## config.mk

```make
export PLATFORM = sky130hd
export DESIGN_NAME = snake_text_overlay
export DESIGN_NICKNAME = d
export VERILOG_FILES = /design/src/rtl/snake_text_pkg.sv /design/src/rtl/snake_font_rom.sv /design/src/rtl/snake_text_overlay.sv
export SDC_FILE = /design/constraint.sdc
export NUM_CORES = 1
export LEC_CHECK = 0
export BUFFER_PORTS_ARGS = -buffer_cell sky130_fd_sc_hd__buf_4
export CORE_MARGIN = 2
export CORE_UTILIZATION = 35
export CTS_CLUSTER_SIZE = 12
export DETAILED_ROUTE_END_ITERATION = 16
export GPL_TIMING_DRIVEN = 0
export PLACE_DENSITY = 0.62
export SYNTH_ARGS = -nofsm -noshare
export SYNTH_HDL_FRONTEND = slang
export SYNTH_SLANG_ARGS = --single-unit
```

## constraint.sdc

```tcl
create_clock -name clk -period 7 [get_ports clk]
set_clock_uncertainty 0.1 [all_clocks]
set_input_delay 1.4 -clock clk [delete_from_list [all_inputs] [get_ports clk]]
set_output_delay 1.4 -clock clk [all_outputs]
set_load 0.02 [all_outputs]
```

## src/rtl/snake_text_pkg.sv

```systemverilog
// Screen encodings, character codes and the constant per-(screen, line) text tables
// shared by the overlay and its font ROM.
package snake_text_pkg;

    localparam int TBL_CHARS = 16;

    typedef enum logic [1:0] {
        SCR_NONE  = 2'd0,
        SCR_WIN   = 2'd1,
        SCR_LOSE  = 2'd2,
        SCR_START = 2'd3
    } screen_e;

    localparam logic [6:0] CH_E = 7'h45;
    localparam logic [6:0] CH_G = 7'h47;
    localparam logic [6:0] CH_I = 7'h49;
    localparam logic [6:0] CH_L = 7'h4C;
    localparam logic [6:0] CH_N = 7'h4E;
    localparam logic [6:0] CH_O = 7'h4F;
    localparam logic [6:0] CH_S = 7'h53;
    localparam logic [6:0] CH_W = 7'h57;

    typedef struct packed {
        logic [11:0] ox;
        logic [11:0] oy;
        logic [1:0]  s;
        logic [15:0] color;
        logic        blink;
    } line_cfg_t;

    function automatic line_cfg_t line_cfg(input logic [1:0] scr, input int ln);
        line_cfg_t c;
        c = '0;
        case (scr)
            SCR_WIN: case (ln)
                0: c = '{12'd28,  12'd8,   2'd3, 16'h07E0, 1'b0};
                1: c = '{12'd150, 12'd110, 2'd1, 16'hF800, 1'b0};
                2: c = '{12'd300, 12'd200, 2'd0, 16'hFFE0, 1'b0};
                default: ;
            endcase
            SCR_LOSE: case (ln)
                0: c = '{12'd40,  12'd30,  2'd2, 16'hF800, 1'b0};
                1: c = '{12'd40,  12'd30,  2'd2, 16'h001F, 1'b0};
                2: c = '{12'd0,   12'd100, 2'd0, 16'hF81F, 1'b0};
                default: ;
            endcase
            SCR_START: case (ln)
                0: c = '{12'd60,  12'd40,  2'd2, 16'hFFFF, 1'b1};
                1: c = '{12'd100, 12'd120, 2'd1, 16'h07FF, 1'b0};
                default: ;
            endcase
            default: ;
        endcase
        return c;
    endfunction

    // Strings are left-justified ASCII, slot 0 in the top byte; unused slots are 0 (blank).
    function automatic logic [TBL_CHARS*8-1:0] line_text(input logic [1:0] scr, input int ln);
        logic [TBL_CHARS*8-1:0] t;
        t = '0;
        case (scr)
            SCR_WIN: case (ln)
                0, 1:    t = {"WIN", 104'h0};
                2:       t = {"GO", 112'h0};
                default: ;
            endcase
            SCR_LOSE: case (ln)
                0, 1:    t = {"LOSE", 96'h0};
                2:       t = "LOSELOSELOSELOSE";
                default: ;
            endcase
            SCR_START: case (ln)
                0:       t = {"GO", 112'h0};
                1:       t = {"WIN", 104'h0};
                default: ;
            endcase
            default: ;
        endcase
        return t;
    endfunction

    function automatic logic [6:0] line_char(input logic [1:0] scr, input int ln,
                                             input logic [12:0] slot);
        logic [TBL_CHARS*8-1:0] t;
        logic [6:0]             c;
        t = line_text(scr, ln);
        c = '0;
        for (int k = 0; k < TBL_CHARS; k++) begin
            if (slot == 13'(k)) c = 7'(t[8*(TBL_CHARS-1-k) +: 8]);
        end
        return c;
    endfunction

endpackage

```

## src/rtl/snake_font_rom.sv

```systemverilog
// 8x16 glyph ROM: one row byte per (char code, row), bit 7 = leftmost column.
// Latency: 1 clk (registered row byte).
// Backpressure: none; accepts a lookup every clock.
module snake_font_rom
    import snake_text_pkg::*;
(
    input  logic       clk,
    input  logic       rstn,
    input  logic [6:0] char_code,
    input  logic [3:0] row,
    output logic [7:0] row_byte
);

    logic [127:0] glyph;

    // Row 0 is the most significant byte; codes without a glyph (incl. 0) are blank.
    always_comb begin
        case (char_code)
            CH_W:    glyph = 128'h0000_C6D6_D6D6_D6D6_FEEE_C6C6_0000_0000;
            CH_I:    glyph = 128'h7E18_1818_1818_1818_1818_187E_0000_0000;
            CH_N:    glyph = 128'h0000_C6E6_F6DE_CEC6_C6C6_C6C6_0000_0000;
            CH_L:    glyph = 128'h0000_C0C0_C0C0_C0C0_C0C0_C0FE_0000_0000;
            CH_O:    glyph = 128'h0000_7CC6_C6C6_C6C6_C6C6_C67C_0000_0000;
            CH_S:    glyph = 128'h0000_7CC6_C060_380C_06C6_C67C_0000_0000;
            CH_E:    glyph = 128'h0000_FEC0_C0C0_FCC0_C0C0_C0FE_0000_0000;
            CH_G:    glyph = 128'h0000_7CC6_C0C0_DEC6_C6C6_C67E_0000_0000;
            default: glyph = '0;
        endcase
    end

    always_ff @(posedge clk or negedge rstn) begin
        if (!rstn) row_byte <= '0;
        else       row_byte <= glyph[{~row, 3'b000} +: 8];
    end

endmodule

```

## src/rtl/snake_text_overlay.sv

```systemverilog
// Text overlay for the snake game screens (win/lose/start) with per-line scale and blink.
// Latency: 2 clk from pixel coordinate to pixel_text/text_hit.
// Backpressure: none; one pixel in and one pixel out every clock.
module snake_text_overlay
    import snake_text_pkg::*;
#(
    parameter int NUM_LINES    = 3,
    parameter int MAX_CHARS    = 16,
    parameter int BLINK_FRAMES = 30,
    parameter int COLOR_W      = 16
) (
    input  logic               clk,
    input  logic               rstn,
    input  logic [10:0]        pixel_xpos,
    input  logic [10:0]        pixel_ypos,
    input  logic               frame_start,
    input  logic [1:0]         screen_sel,
    output logic [COLOR_W-1:0] pixel_text,
    output logic               text_hit
);

    localparam int          CNT_W = $clog2(BLINK_FRAMES + 1);
    localparam logic [12:0] BOX_W = 13'(8 * MAX_CHARS);

    logic [1:0]       act_scr;
    logic [CNT_W-1:0] blink_cnt;
    logic             blink_ph;

    always_ff @(posedge clk or negedge rstn) begin
        if (!rstn) begin
            act_scr   <= SCR_NONE;
            blink_cnt <= '0;
            blink_ph  <= 1'b1;
        end else if (frame_start) begin
            act_scr <= screen_sel;
            if (blink_cnt == CNT_W'(BLINK_FRAMES - 1)) begin
                blink_cnt <= '0;
                blink_ph  <= ~blink_ph;
            end else begin
                blink_cnt <= blink_cnt + CNT_W'(1);
            end
        end
    end

    line_cfg_t   cfg;
    logic [12:0] cx, cy, dx;
    logic        hit_d;
    logic [15:0] color_d;
    logic [2:0]  col_d;
    logic [6:0]  rom_char;
    logic [3:0]  rom_row;

    // Walk lines from highest index down so the lowest-index hitting line wins.
    always_comb begin
        cfg      = '0;
        cx       = '0;
        cy       = '0;
        dx       = '0;
        hit_d    = 1'b0;
        color_d  = '0;
        col_d    = '0;
        rom_char = '0;
        rom_row  = '0;
        for (int l = NUM_LINES - 1; l >= 0; l--) begin
            cfg = line_cfg(act_scr, l);
            cx  = {2'b00, pixel_xpos} >> cfg.s;
            cy  = {2'b00, pixel_ypos} >> cfg.s;
            dx  = cx - {1'b0, cfg.ox};
            if (act_scr != SCR_NONE && (!cfg.blink || blink_ph)
                && cx >= {1'b0, cfg.ox} && cx < {1'b0, cfg.ox} + BOX_W
                && cy >= {1'b0, cfg.oy} && cy < {1'b0, cfg.oy} + 13'd16) begin
                hit_d    = 1'b1;
                color_d  = cfg.color;
                col_d    = 3'(dx);
                rom_char = line_char(act_scr, l, dx >> 3);
                rom_row  = 4'(cy - {1'b0, cfg.oy});
            end
        end
    end

    logic               s1_hit;
    logic [COLOR_W-1:0] s1_color;
    logic [2:0]         s1_col;
    logic [7:0]         rom_byte;

    always_ff @(posedge clk or negedge rstn) begin
        if (!rstn) begin
            s1_hit   <= 1'b0;
            s1_color <= '0;
            s1_col   <= '0;
        end else begin
            s1_hit   <= hit_d;
            s1_color <= COLOR_W'(color_d);
            s1_col   <= col_d;
        end
    end

    snake_font_rom u_font (
        .clk       (clk),
        .rstn      (rstn),
        .char_code (rom_char),
        .row       (rom_row),
        .row_byte  (rom_byte)
    );

    logic glyph_bit;
    assign glyph_bit = rom_byte[~s1_col];

    always_ff @(posedge clk or negedge rstn) begin
        if (!rstn) begin
            pixel_text <= '0;
            text_hit   <= 1'b0;
        end else begin
            text_hit   <= s1_hit & glyph_bit;
            pixel_text <= (s1_hit && glyph_bit) ? s1_color : '0;
        end
    end

endmodule

```

==> results.md <==
| Group | Quantity | This run |
|:---|:---|:---|
| global route | Busiest layer in global routing | met2 |
| route | DRC violations left | 0 |
| clock network | Clk sink count | 26 |
| die | Area of the die | 0.0172 mm² |
| worst setup path | Capturing element type of the critical path | flop |
| power and ir drop | Switching Share | 46.4% |
| route | Avg WL per Cell | 17.9 µm |
| sta | Number of max-slew violations in the final report | 0 |
| yosys | Top cell type by total area after synthesis | sky130_fd_sc_hd__dfrtp_1 |
| global route | Grt met3 use | 2.52% |
| power and ir drop | Power density over cell area | 160 mW/mm² |
| route | DRC violation total after the first TritonRoute iteration | 638 |
| yosys | Predominant post-synthesis flop cell | sky130_fd_sc_hd__dfrtp_1 |
| worst setup path | CP Data Arrival Time | 6.70 ns |
| power and ir drop | Internal power of the cells | 0.548 mW |
| global route | Overall routing resource usage | 21.4% |
| sta | Post-route fraction of the period consumed by the critical path | 94.5% |
| clock network | Maximum clock insertion buffer count | 2 |
| sta | Number of setup violations in the final report | 0 |
| place | Number of buffer cells added on primary ports | 40 |
| clock network | CTS tree | done |
| final layout | Layout cells sized above 1 | 16.7% |
| die | Boundary pin count | 44 |
| worst setup path | Crit path kind | flop to flop |
| sta | Worst-Margin Slew | 1.07 ns |
| hold path | Tightest Hold Check Type | flop to flop |
| die | Chip Height | 131 µm |
| route | Via count | 6018 |
| die | Placeable Area | 0.0158 mm² |
| yosys | Number of nets in the synthesized netlist | 839 |
| power and ir drop | Power consumption | 1.02 mW |
| final layout | Top library cells by usage in the layout, fill and taps aside | sky130_fd_sc_hd__nand2_1, sky130_fd_sc_hd__nor2_1, sky130_fd_sc_hd__o21ai_0 |
| power and ir drop | Share of total power in sequential cells | 18.5% |
| die | Width of the die | 131 µm |
| final layout | Synthesis-to-finish area growth | 13.1% |
| global route | First-pass GRT wire length | 29.5 mm |
| yosys | Number of warning messages in the yosys log | 0 |
| outcome | Run status | completed |
| worst setup path | Largest fanout on the critical path | 10 |
| final layout | Layout Cells excl Fill | 1020 |
| power and ir drop | Worst IR drop on VDD | 0.104 mV |
| global route | Antenna violations before repair | 0 |
| yosys | Area share of the leading cell type in the synthesized netlist | 11.1% |
| yosys | Number of enable-type register cells in the synthesized netlist | 0 |
| sta | Number of failing hold endpoints at the final stage | 0 |
| global route | Largest net degree at the start of global routing | 27 |
| global route | Number of global-route vias before repair | 5648 |
| sta | Worst hold slack | 0.348 ns |
| sta | Maximum operating frequency | 0.151 GHz |
| clock network | Count of hold-fix buffers inserted at cts | 0 |
| yosys | Synthesis-stage register bit count | 26 |
| final layout | Commonest non-fill, non-tap cell in the layout | sky130_fd_sc_hd__nand2_1 |
| worst setup path | Endpoint required time on the critical path | 7.09 ns |
| power and ir drop | Clk network pwr share | 15.9% |
| global route | GRT Residual Overflow | 0 |
| yosys | Share of synthesized area occupied by flip-flops and latches | 11.5% |
| sta | Slew margin rel. | 28.1% |
| clock network | Inserted Clock Buffers | 3 |
| die | Standard-cell row count | 46 |
| clock network | Clock root buffer | sky130_fd_sc_hd__clkbuf_16 |
| place | Final RePlAce weighted congestion | 0.966 |
| yosys | Cells after Synth | 761 |
| yosys | Synth area leaders | sky130_fd_sc_hd__dfrtp_1, sky130_fd_sc_hd__ha_1, sky130_fd_sc_hd__mux2i_1, sky130_fd_sc_hd__o21ai_0, sky130_fd_sc_hd__nand2_1 |
| clock network | Clock insertion delay at the later pin of the skew report | 0.26 ns |
| route | Routed WL | 18.2 mm |
| clock network | Clk pin slew, worst setup/hold paths | 0.06 ns |
| yosys | Fraction of synthesis flops using an asynchronous set or reset pin | 100% |
| yosys | Cell variety after synth | 83 |
| route | Drt via density | 5.90 |
| clock network | CTS H-tree lvls | 1 |
| sta | Post-layout min period | 6.61 ns |
| die | Initial standard-cell utilization of the core | 35.7% |
| global route | Met2 layer usage reported by global route | 34.0% |
| power and ir drop | Comb pwr share | 65.6% |
| worst setup path | Startpoint type of the worst setup path | flop |
| power and ir drop | Standby leakage power | 2.65 nW |
| final layout | Nets@finish | 883 |
| route | Post-detailed-route count of antenna-violating nets | 0 |
| final layout | Diode count | 0 |
| yosys | Post-Synthesis Mean Instance Area | 7.42 µm² |
| global route | Met1 Usage GRT | 30.6% |
| power and ir drop | Net Switching | 0.474 mW |
| job | Number of maximum-capacitance violations | 0 |
| place | Final HPWL from detailed placement | 14.2 mm |
| route | Number of detailed-route iterations in the first pass | 5 |
| place | Placed Cells | 1017 |
| yosys | Cell area after technology mapping | 0.00565 mm² |
-- logic make-up after synthesis --
| family | share of synthesized area [%] |
|---|---|
| AND/OR/NAND/NOR | 23.8 |
| AO/OA/AOI/OAI | 28.5 |
| buffers and inverters | 8.07 |
| multiplexers | 12.6 |
| adder cells (fa/ha/maj) | 11.8 |
| flip-flops | 11.5 |
| XOR/XNOR | 3.57 |
-- critical path: stages, from the launching register on --
cell	delay (ns)
sky130_fd_sc_hd__dfrtp_1	0.42
sky130_fd_sc_hd__inv_1	0.14
sky130_fd_sc_hd__ha_1	0.38
sky130_fd_sc_hd__buf_6	0.20
sky130_fd_sc_hd__buf_2	0.26
sky130_fd_sc_hd__buf_2	0.31
sky130_fd_sc_hd__buf_2	0.34
sky130_fd_sc_hd__mux2_2	0.38
sky130_fd_sc_hd__o21a_1	0.20
sky130_fd_sc_hd__ha_1	0.27
sky130_fd_sc_hd__nand2_1	0.05
sky130_fd_sc_hd__o21a_1	0.18
sky130_fd_sc_hd__or4_1	0.47
sky130_fd_sc_hd__a31oi_1	0.24
sky130_fd_sc_hd__and3_2	0.26
sky130_fd_sc_hd__buf_6	0.16
sky130_fd_sc_hd__a21oi_4	0.06
sky130_fd_sc_hd__and3_4	0.20
sky130_fd_sc_hd__buf_6	0.13
sky130_fd_sc_hd__a211oi_2	0.31
sky130_fd_sc_hd__clkbuf_2	0.30
sky130_fd_sc_hd__nand2_1	0.13
sky130_fd_sc_hd__o221ai_1	0.33
sky130_fd_sc_hd__a21boi_1	0.14
sky130_fd_sc_hd__or4b_1	0.47
sky130_fd_sc_hd__nand3_1	0.10
-- repair_timing --
action | 4_1_cts | 5_1_grt
resized for setup | 7 | 19
buffers inserted | 0 | 2
pin swaps | 0 | 1
endpoints found under the setup margin | 7 | 7
-- layer usage --
layer  part of all wire [%]  wire length (µm)
met1                     47              8560
met2                     44              7950
met3                    7.2              1320
met4                    2.3               428
met5                      0                 0
-- sequential cells by signal (all words and copies together), names as in the netlist --
signal	cells
act_scr	2
s1_hit	1
s1_col	3
blink_ph	1
u_font.row_byte	7
blink_cnt	5
s1_color	3
text_hit	1
pixel_text	3
-- through the flow --
stage	cell area (µm²)	worst slack [ns]	setup TNS, ns	utilization, %
3_5_place_dp	6220	-0.292	-1.20	39.3
2_1_floorplan	5650	1.09	0	-
5_1_grt	6390	-0.00378	-0.00378	40.4
4_1_cts	6340	0.0873	0	40.1
3_3_place_gp	6220	-0.328	-1.66	39.3
6_report	6390	0.388	0	40.4
-- synthesized netlist by cell type (12+ instances only) --
| library cell | count |
|---|---|
| sky130_fd_sc_hd__nand3_1 | 22 |
| sky130_fd_sc_hd__xnor2_1 | 17 |
| sky130_fd_sc_hd__mux2_2 | 15 |
| sky130_fd_sc_hd__nor3_1 | 19 |
| sky130_fd_sc_hd__ha_1 | 47 |
| sky130_fd_sc_hd__dfrtp_1 | 25 |
| sky130_fd_sc_hd__a21oi_1 | 45 |
| sky130_fd_sc_hd__mux2i_1 | 34 |
| sky130_fd_sc_hd__o21ai_0 | 56 |
| sky130_fd_sc_hd__buf_4 | 13 |
| sky130_fd_sc_hd__and2_1 | 12 |
| sky130_fd_sc_hd__clkbuf_1 | 40 |
| sky130_fd_sc_hd__nand2_1 | 71 |
| sky130_fd_sc_hd__a211oi_1 | 14 |
| sky130_fd_sc_hd__inv_1 | 36 |
| sky130_fd_sc_hd__nand2b_1 | 13 |
| sky130_fd_sc_hd__nor2_1 | 58 |
| sky130_fd_sc_hd__a31oi_1 | 12 |
-- worst paths after layout --
kind                            depth (start not counted)  slack (ns)         start            endpoint
min in group asynchronous                               1        0.93          rstn        blink_cnt[2]
worst max-delay path                                   25        0.39    act_scr[1]  u_font.row_byte[7]
worst min register to register                          1        0.35  s1_color[10]      pixel_text[10]
worst max register to register                         25        0.39    act_scr[1]  u_font.row_byte[7]
max in group asynchronous                               1        5.58          rstn            blink_ph
worst min-delay path                                    1        0.35  s1_color[10]      pixel_text[10]
-- power by group through the flow --
stage	combinational, mW	clock (mW)	sequential [mW]
after floorplan	0.491	0	0.187
after global placement	0.646	0	0.191
after detailed placement	0.647	0	0.192
after CTS	0.651	0.166	0.189
after global routing	0.745	0.172	0.193
final	0.671	0.162	0.189
-- cell type report --
class,count,area [µm²]
multi-input combinational,634,4590
fill,1643,9440
clock buffer,3,75.1
tap,216,270
inverter,37,139
timing repair buffer,42,315
buffer,61,319
sequential,26,652
clock inverter,1,30.0
(Power assumes the default switching activity.)
